`src/rtl/imm_gen_pipe.sv`:
```
// Pipelined immediate generator: opcode-driven format decode, sign-extended immediate
// and pc+imm target, registered behind a valid/ready handshake with a 2-entry skid buffer.
module imm_gen_pipe #(
  parameter int XLEN = 32
) (
  input  logic            clk,
  input  logic            rst,
  input  logic            flush,
  input  logic            in_valid,
  output logic            in_ready,
  input  logic [31:0]     in_inst,
  input  logic [XLEN-1:0] in_pc,
  output logic            out_valid,
  input  logic            out_ready,
  output logic [XLEN-1:0] out_imm,
  output logic [2:0]      out_type,
  output logic            out_illegal,
  output logic [XLEN-1:0] out_pc,
  output logic [XLEN-1:0] out_target
);

  localparam int SHAMT_W = (XLEN == 64) ? 6 : 5;

  if (XLEN != 32 && XLEN != 64) begin : g_bad_xlen
    $error("imm_gen_pipe: XLEN must be 32 or 64");
  end

  typedef enum logic [2:0] {
    FMT_I     = 3'd0,
    FMT_ISTAR = 3'd1,
    FMT_S     = 3'd2,
    FMT_B     = 3'd3,
    FMT_U     = 3'd4,
    FMT_J     = 3'd5,
    FMT_R     = 3'd6
  } fmt_e;

  typedef struct packed {
    logic [XLEN-1:0] imm;
    fmt_e            fmt;
    logic            illegal;
    logic [XLEN-1:0] pc;
    logic [XLEN-1:0] target;
  } entry_t;

  // ---------------- combinational decode of the incoming instruction -------------
  logic [6:0]      w_opcode;
  logic [2:0]      w_funct3;
  logic            w_is_shift;
  fmt_e            w_fmt;
  logic            w_illegal;
  logic            w_shamt5;
  logic [XLEN-1:0] w_imm;
  entry_t          w_new;

  assign w_opcode   = in_inst[6:0];
  assign w_funct3   = in_inst[14:12];
  assign w_is_shift = (w_funct3 == 3'b001) || (w_funct3 == 3'b101);

  // NOTE: every always_comb output gets a default first so no path can infer a latch.
  always_comb begin
    w_fmt     = FMT_R;
    w_illegal = 1'b0;
    w_shamt5  = 1'b0;
    unique case (w_opcode)
      7'b0010011: w_fmt = w_is_shift ? FMT_ISTAR : FMT_I;
      7'b0000011,
      7'b1100111,
      7'b1110011,
      7'b0001111: w_fmt = FMT_I;
      7'b0100011: w_fmt = FMT_S;
      7'b1100011: w_fmt = FMT_B;
      7'b0110111,
      7'b0010111: w_fmt = FMT_U;
      7'b1101111: w_fmt = FMT_J;
      7'b0110011: w_fmt = FMT_R;
      7'b0011011: begin
        // RV64 word ops: shifts carry only a 5-bit shamt
        if (XLEN == 64) begin
          w_fmt    = w_is_shift ? FMT_ISTAR : FMT_I;
          w_shamt5 = w_is_shift;
        end else begin
          w_illegal = 1'b1;
        end
      end
      7'b0111011: begin
        if (XLEN != 64) w_illegal = 1'b1;
      end
      default:    w_illegal = 1'b1;
    endcase
  end

  always_comb begin
    w_imm = '0;
    unique case (w_fmt)
      FMT_I:     w_imm = XLEN'(signed'(in_inst[31:20]));
      FMT_ISTAR: w_imm = w_shamt5 ? XLEN'(in_inst[24:20]) : XLEN'(in_inst[20 +: SHAMT_W]);
      FMT_S:     w_imm = XLEN'(signed'({in_inst[31:25], in_inst[11:7]}));
      FMT_B:     w_imm = XLEN'(signed'({in_inst[31], in_inst[7], in_inst[30:25],
                                        in_inst[11:8], 1'b0}));
      FMT_U:     w_imm = XLEN'(signed'({in_inst[31:12], 12'b0}));
      FMT_J:     w_imm = XLEN'(signed'({in_inst[31], in_inst[19:12], in_inst[20],
                                        in_inst[30:21], 1'b0}));
      default:   w_imm = '0;
    endcase
  end

  assign w_new = '{imm: w_imm, fmt: w_fmt, illegal: w_illegal,
                   pc: in_pc, target: in_pc + w_imm};

  // ---------------- main + skid buffer -----------------------------------------
  logic   r_main_valid;
  logic   r_skid_valid;
  entry_t r_main;
  entry_t r_skid;
  logic   w_in_fire;
  logic   w_out_fire;

  assign w_in_fire  = in_valid && in_ready;
  assign w_out_fire = r_main_valid && out_ready;

  // NOTE: sequential state uses non-blocking assignments so every register samples
  // pre-edge values regardless of statement order.
  always_ff @(posedge clk) begin
    if (rst) begin
      r_main_valid <= 1'b0;
      r_skid_valid <= 1'b0;
      r_main       <= '{imm: '0, fmt: FMT_I, illegal: 1'b0, pc: '0, target: '0};
      r_skid       <= '{imm: '0, fmt: FMT_I, illegal: 1'b0, pc: '0, target: '0};
    end else if (flush) begin
      // data registers keep their contents; only the valids are dropped
      r_main_valid <= 1'b0;
      r_skid_valid <= 1'b0;
    end else if (w_out_fire) begin
      if (r_skid_valid) begin
        r_main       <= r_skid;
        r_skid_valid <= 1'b0;
      end else if (w_in_fire) begin
        r_main       <= w_new;
      end else begin
        r_main_valid <= 1'b0;
      end
    end else if (w_in_fire) begin
      if (!r_main_valid) begin
        r_main       <= w_new;
        r_main_valid <= 1'b1;
      end else begin
        r_skid       <= w_new;
        r_skid_valid <= 1'b1;
      end
    end
  end

  assign in_ready    = !r_skid_valid;
  assign out_valid   = r_main_valid;
  assign out_imm     = r_main.imm;
  assign out_type    = r_main.fmt;
  assign out_illegal = r_main.illegal;
  assign out_pc      = r_main.pc;
  assign out_target  = r_main.target;

endmodule

```
`config.mk`:
```
export PLATFORM = sky130hd
export DESIGN_NAME = imm_gen_pipe
export DESIGN_NICKNAME = d
export VERILOG_FILES = /design/src/rtl/imm_gen_pipe.sv
export SDC_FILE = /design/constraint.sdc
export NUM_CORES = 1
export LEC_CHECK = 0
export CAP_MARGIN = 20
export CORE_ASPECT_RATIO = 1.4
export CORE_UTILIZATION = 53
export CTS_BUF_LIST = sky130_fd_sc_hd__clkbuf_4 sky130_fd_sc_hd__clkbuf_8
export DETAILED_ROUTE_END_ITERATION = 7
export PLACE_DENSITY = 0.85
export SLEW_MARGIN = 10
export SYNTH_ARGS = -nofsm -noshare
export SYNTH_HDL_FRONTEND = slang
export SYNTH_SLANG_ARGS = --single-unit
```
`constraint.sdc`:
```
create_clock -name clk -period 6 [get_ports clk]
set_clock_uncertainty 0.2 [all_clocks]
set_input_delay 1.2 -clock clk [delete_from_list [all_inputs] [get_ports clk]]
set_output_delay 1.2 -clock clk [all_outputs]
set_load 0.03 [all_outputs]
```
==> run_results.csv, run 1 <==
group,metric,value,unit
sta,final.min_clock_period,5.56,ns
finish,fin_cells,1789,
detailed_routing,drtAntennaViolNets,0,
sta,fin_crit_sh,92.6,%
sta,hold_viol,0,
die,fp.dieH,166,um
finish,area_delta_synth_final,27.6,%
finish,num_antenna_cells,0,
critical_path,cp.arrival,5.76,ns
yosys,ys_warn_count,0,
yosys,postSynthAreaPerCell,7.50,sq um
detailed_routing,drt_pass1_iterations,5,
critical_path,path_cells,"clkdlybuf4s50_1, nor3b_1, a31o_1, and3_4, inv_2, ha_1, o311a_4, or2_1, nor2_1, a22oi_1, nor2_1, inv_1, fa_1, nand2b_1, a21oi_1, o21ai_1, o2111ai_1, a41oi_2, and3_1, nor3_1, a21o_1, a21oi_1",
pwr,finalPower,3160,uW
yosys,ys_ff_latch,202,
placement,placed_cells,1733,
detailed_routing,drt_iter0_drc,938,
clock_network,post_cts_resized,0,
yosys,ys_types,64,
finish,fillers,1529,
yosys,synth_seq_area_share,39.8,%
clock_network,clk_latency,0.56,ns
placement,dp_hpwl,21.4,mm
yosys,netlist_area,0.0102,sq mm
critical_path,r2r_cells,6,
hold_path,hold_depth,2,
critical_path,crit_type,"primary input to register",
detailed_routing,num_vias,10300,
sta,slew_viol_final,0,
clock_network,cts_buffer_depth,3,
finish,nNetsFinal,1623,
detailed_routing,wirelength,30.4,mm
critical_path,critPathCaptureType,"register",
run,maxCapViolCount,0,
grt,grt_pass1_vias,9502,
yosys,synth_fp_nets,1458,
sta,setup_viol,0,
die,initial_core_util,54.5,%
yosys,synth-main-ff-cell,"dfxtp_1",
grt,antenna_found_initial,0,
clock_network,path_clk_slew,0.07,ns
critical_path,slowest_delay,0.52,ns
grt,grt_overflow,0,
die,die_x,119,um
pwr,power_density,244,mW/mm^2
clock_network,cts_tree,"yes",
clock_network,cts_sinks,202,
pwr,leakage,0.00501,uW
status,outcome,"complete, no violations",
sta,timing.fmax,0.180,GHz
yosys,synth_edf_count,0,
clock_network,cts_buffers,30,
grt,grt_pass1_wl,48.1,mm
clock_network,root_buffer,"clkbuf_8",
yosys,async_flop_share,0,%
placement,io_buffers,170,
clock_network,post-cts-setup-buffer-count,0,
grt,grt_usage,29.8,%
pwr,peakVddDrop,178,uV
hold_path,hold_path_class,"register to register",
die,fp-row-count,59,
die,io_pins,171,
detailed_routing,drcViolationCount,0,
sta,layout_setup_ws,0.441,ns
sta,max_slew_margin,30.0,%
finish,drive_gt1_share,10.0,%
critical_path,crit_path_start_kind,"primary input",
die,dieArea,0.0198,sq mm
yosys,synth_cells,1356,
critical_path,crit_required,6.20,ns
critical_path,cpMaxStageDelayCell,"clkdlybuf4s50_1",
detailed_routing,viasPerCell,5.78,
clock_network,hold_buffers,0,
die,core_area,0.0187,sq mm
clock_network,cts_max_level,1,
sta,rsz0062_at_grt,"false",
detailed_routing,wl_per_cell,17.0,um
placement,gp_congestion,0.946,
grt,grt_max_degree,141,
placement,place_ws,-0.0751,ns
sta,worst_pin_slew,1.05,ns
critical_path,critPathMaxFanout,9,
[state kept, by name, summed over array words and instances (netlist names)]
| name | cells |
|---|---|
| out_pc | 32 |
| out_valid | 1 |
| r_skid_valid | 1 |
| out_type | 3 |
| out_illegal | 1 |
| r_skid | 100 |
| out_imm | 32 |
| out_target | 32 |
[where the power goes]
| group | internal [uW] | total (uW) | leakage (uW) | switching (uW) |
|---|---|---|---|---|
| Combinational | 212 | 515 | 0.00300 | 304 |
| Sequential | 1390 | 1420 | 0.00164 | 29.0 |
| Clock | 697 | 1230 | 0.000363 | 532 |
| Total | 2300 | 3160 | 0.00501 | 865 |
[Yosys cell counts, types with 5 or more instances]
library cell / instances / area, sq um
nand2_1: 321 / 1200
a21oi_2: 13 / 114
o211ai_1: 10 / 75.1
xor2_1: 9 / 78.8
o21ai_0: 30 / 150
nor2_1: 176 / 661
xnor2_1: 23 / 201
clkbuf_1: 88 / 330
and3_1: 8 / 50.1
o21bai_1: 8 / 60.1
nand4_1: 9 / 56.3
a211oi_1: 36 / 270
nor3_1: 18 / 90.1
a311oi_1: 58 / 508
nor2b_1: 6 / 37.5
buf_2: 5 / 25.0
inv_1: 30 / 113
a31oi_1: 5 / 31.3
a211o_1: 14 / 123
nand3_1: 13 / 65.1
a21o_1: 17 / 128
ha_1: 32 / 400
buf_1: 9 / 33.8
dfxtp_1: 202 / 4040
a21oi_1: 149 / 746
[placed cells by master (no fill, tap or decap), drive strengths merged, types with 2 or more instances in the layout]
master and count:
o21ai 31, clkinv 3, o21bai 8, o21a 4
xnor2 23, dfxtp 202, nor2b 6, nand2b 5
and2 3, nand4 9, a211o 14, nand3b 3
nor3 18, o2111ai 2, ha 32, nor4 4
nor2 177, or3 2, clkdlybuf4s50 169, xor2 9
a21o 17, nand3 13, clkbuf 52, or2 3
o211ai 11, nand2 321, inv 31, a21oi 162
a41oi 2, a31o 2, and3 10, a22oi 4
a21boi 4, a311oi 58, a2111oi 3, a211oi 36
a31oi 6, buf 70, nor3b 4
[layout make-up]
| class | count | area [sq um] | area share, % |
|---|---|---|---|
| clock buffers | 52 | 628 | 4.84 |
| multi-input cells | 1017 | 5620 | 43.3 |
| flip-flops and latches | 202 | 4040 | 31.2 |
| inverters | 31 | 116 | 0.896 |
| repair buffers | 239 | 2220 | 17.1 |
| clock inverters | 4 | 45.0 | 0.347 |
| well taps | 244 | 305 | 2.35 |
[worst max-delay path, delay by kind of cell]
family	cells	cell delay (ns)
AO/OA/AOI/OAI	9	1.52
buffers and inverters	3	0.67
AND/OR/NAND/NOR	8	1.77
adder cells (fa/ha/maj)	2	0.62
[metal layers]
metal  vias to the layer above  global-route usage (%)  wire, um
met1                      4850                    36.1     12000
li1                       5025                       -         -
met4                         0                    14.5      1390
met5                         -                       0         0
met3                        80                    3.74      1790
met2                       388                    51.7     15200
[metrics by stage]
step / utilization (%) / TNS, ns / area [sq um] / hold WS, ns
3_3_place_gp: 65.9 / 0 / 12300 / 0.238
5_1_grt: 69.5 / 0 / 13000 / 0.269
3_5_place_dp: 65.9 / -0.108 / 12300 / 0.244
2_1_floorplan: - / 0 / 10200 / 0.232
4_1_cts: 69.5 / 0 / 13000 / 0.255
6_report: 69.5 / 0 / 13000 / 0.254
[path summary, 6_finish.rpt]
path / startpoint / endpoint / slack, ns
hold / removal: r_skid[44] / r_skid[44] / 0.25
hold reg to reg: r_skid[44] / r_skid[44] / 0.25
setup / recovery: in_inst[6] / out_target[28] / 0.44
setup reg to reg: out_valid / out_target[20] / 3.28
[logic make-up (layout without fill, tap and decap cells)]
kind of cell	count (synthesis)	count (layout)	synth area share, %
compound gates	372	372	24.5
xor+xnor	32	32	2.76
fa+ha+maj	33	33	4.13
buf+inv	137	326	5.34
flops	202	202	39.8
simple gates	580	580	23.5
Power figures use the tool's default switching activity.
==> run 2: changes to the inputs <==
--- a/config.mk
+++ b/config.mk
@@ -10,6 +10,8 @@
 export CORE_UTILIZATION = 53
 export CTS_BUF_LIST = sky130_fd_sc_hd__clkbuf_4 sky130_fd_sc_hd__clkbuf_8
 export DETAILED_ROUTE_END_ITERATION = 7
+export GPL_TIMING_DRIVEN = 0
+export MAX_ROUTING_LAYER = met4
 export PLACE_DENSITY = 0.85
 export SLEW_MARGIN = 10
 export SYNTH_ARGS = -nofsm -noshare
==> run 2 against run 1 <==
  * Setup slack lost 0.26 ns
  * Sequential power about the same
  * Hold slack lost 0.0036 ns
  * Count of clock-buffer cells in the layout down 9
  * Via count grew 4.9%
  * Core utilization rose by 0.56 points
  * Die area unchanged
  * Power is 3.0% higher
  * Critical path depth rose by 1
==> run_results.csv, run 2 (synthesized netlist as in run 1, its figures left out) <==
group,metric,value,unit
status,outcome,"complete, no violations",
die,dieArea,0.0198,sq mm
grt,antenna_found_initial,0,
clock_network,cts_sinks,202,
finish,fillers,1590,
sta,max_slew_margin,36.0,%
die,io_pins,171,
sta,final.min_clock_period,5.82,ns
grt,grt_pass1_wl,53.9,mm
finish,drive_gt1_share,7.66,%
hold_path,hold_path_class,"register to register",
sta,fin_crit_sh,97.0,%
pwr,peakVddDrop,173,uV
critical_path,r2r_cells,7,
sta,timing.fmax,0.172,GHz
die,initial_core_util,54.5,%
clock_network,path_clk_slew,0.06,ns
critical_path,crit_path_start_kind,"primary input",
critical_path,cpMaxStageDelayCell,"clkdlybuf4s50_1",
detailed_routing,num_vias,10800,
critical_path,critPathCaptureType,"register",
finish,final_common_cell,"nand2_1",
sta,slew_viol_final,0,
detailed_routing,wirelength,35.1,mm
clock_network,clk_latency,0.57,ns
placement,io_buffers,167,
detailed_routing,viasPerCell,5.95,
finish,area_delta_synth_final,28.6,%
pwr,power_density,249,mW/mm^2
placement,dp_hpwl,26.8,mm
sta,setup_viol,0,
critical_path,critical_path.top_delay_family,"compound AO/OA/AOI/OAI gates",
clock_network,cts_tree,"yes",
grt,grt_max_degree,15,
die,fp.dieH,166,um
die,fp-row-count,59,
sta,layout_setup_ws,0.182,ns
grt,grt_usage,35.7,%
hold_path,whs_endpoint,"out_target[27]",
grt,grt_overflow,0,
critical_path,critPathMaxFanout,10,
clock_network,hold_buffers,0,
sta,worst_pin_slew,0.960,ns
detailed_routing,wl_per_cell,19.3,um
critical_path,crit_required,6.21,ns
clock_network,cts_max_level,1,
pwr,leakage,0.00489,uW
critical_path,cp.arrival,6.02,ns
finish,final_area,0.0131,sq mm
detailed_routing,drt_iter0_drc,854,
die,die_x,119,um
critical_path,r2r-start,"out_valid",
clock_network,cts_buffers,30,
run,maxCapViolCount,0,
sta,hold_viol,0,
critical_path,path_cells,"clkdlybuf4s50_1, nor2b_2, a31o_1, and3_4, inv_4, ha_2, o311a_4, nand2b_4, nor2_8, and3_2, buf_6, a21oi_2, inv_1, ha_1, inv_1, a21oi_1, a2111oi_2, o2111ai_2, a41oi_2, nor3_1, nor3_2, a21o_1, a21oi_1",
placement,gp_congestion,0.963,
finish,largest_reg_flops,100,
detailed_routing,drt_pass1_iterations,6,
clock_network,cts_buffer_depth,3,
critical_path,startpoint,"in_inst[5]",
finish,largest-register,"r_skid",
detailed_routing,drtAntennaViolNets,0,
hold_path,hold_depth,2,
grt,grt_pass1_vias,10300,
finish,num_antenna_cells,0,
hold_path,hold_path.startpoint,"out_target[27]",
detailed_routing,drcViolationCount,0,
die,core_area,0.0187,sq mm
critical_path,worstReg2RegEnd,"out_pc[25]",
finish,final_cell_mix,"321 x nand2_1, 202 x dfxtp_1, 170 x nor2_1",
critical_path,cp_num_buf_inv,5,
finish,nNetsFinal,1661,
placement,place_area,0.0121,sq mm
critical_path,slowest_delay,0.46,ns
critical_path,reg2reg_slack,2.86,ns
clock_network,root_buffer,"clkbuf_8",
placement,place_ws,-1.11,ns
critical_path,crit_type,"primary input to register",
run 2: cell types whose count changed in the layout (fill, tap and decap cells not counted), sizes merged:
| cell | previous run | this run |
|---|---|---|
| clkbuf | 52 | 129 |
| buf | 70 | 24 |
| bufinv | 1 | 4 |
| clkdlybuf4s50 | 169 | 166 |
| clkinv | 3 | 5 |
| clkinvlp | 0 | 1 |
| dlymetal6s2s | 0 | 1 |
run 2: how the worst max path moves through the flow:
stage	slack, ns	endpoint	cells after the start
after detailed placement	-1.11	out_target[28]	21
final	0.18	out_target[28]	23
after global routing	-0.03	r_skid[31]	21
after CTS	-0.005	out_target[29]	21
after floorplan	0.55	out_target[28]	21
after global placement	-1.07	out_target[28]	21
run 2: worst min-delay path, cell delays in order, from the launching register on:
cell     delay [ns]
dfxtp_1        0.31
nand2_1        0.05
a21oi_1        0.05
run 2: per-stage QoR:
stage	instances	utilization (%)	hold WS, ns	TNS [ns]	power, uW
CTS	1822	69.3	0.253	-0.00464	3250
global placement	1767	65.0	0.242	-23.76	1950
global route	1824	70.1	0.270	-0.0359	3360
floorplan	1356	-	0.232	0	1730
finish	1824	70.1	0.251	0	3260
detailed placement	1767	65.0	0.244	-27.12	1960
run 2: repair_timing:
item                                    4_1_cts  5_1_grt
buffers inserted                              3        3
endpoints found under the setup margin       25       34
gates resized for setup                      20       26
pin swaps                                     4        6
run 2: routing by layer:
metal	vias to the layer above	share of wire, %	GRT usage (%)
li1	5093	-	-
met1	5050	36	38.0
met2	536	49	60.4
met3	167	6.9	5.22
met4	0	7.9	25.2
met5	-	0	-
run 2: cell type report:
class / instances / area (sq um) / area share, %
Timing Repair Buffer: 173 / 1720 / 13.1
Tap cell: 244 / 305 / 2.33
Inverter: 31 / 119 / 0.908
Buffer: 104 / 422 / 3.22
Clock inverter: 10 / 153 / 1.17
Multi-Input combinational cell: 1017 / 5770 / 44.1
Sequential cell: 202 / 4040 / 30.9
Clock buffer: 43 / 554 / 4.24
run 2: power breakdown:
part / total [uW] / switching (uW) / leakage, uW / internal (uW)
Clock: 1310 / 543 / 0.000370 / 765
Sequential: 1420 / 28.4 / 0.00164 / 1390
Combinational: 532 / 328 / 0.00288 / 204
Total: 3260 / 899 / 0.00489 / 2360
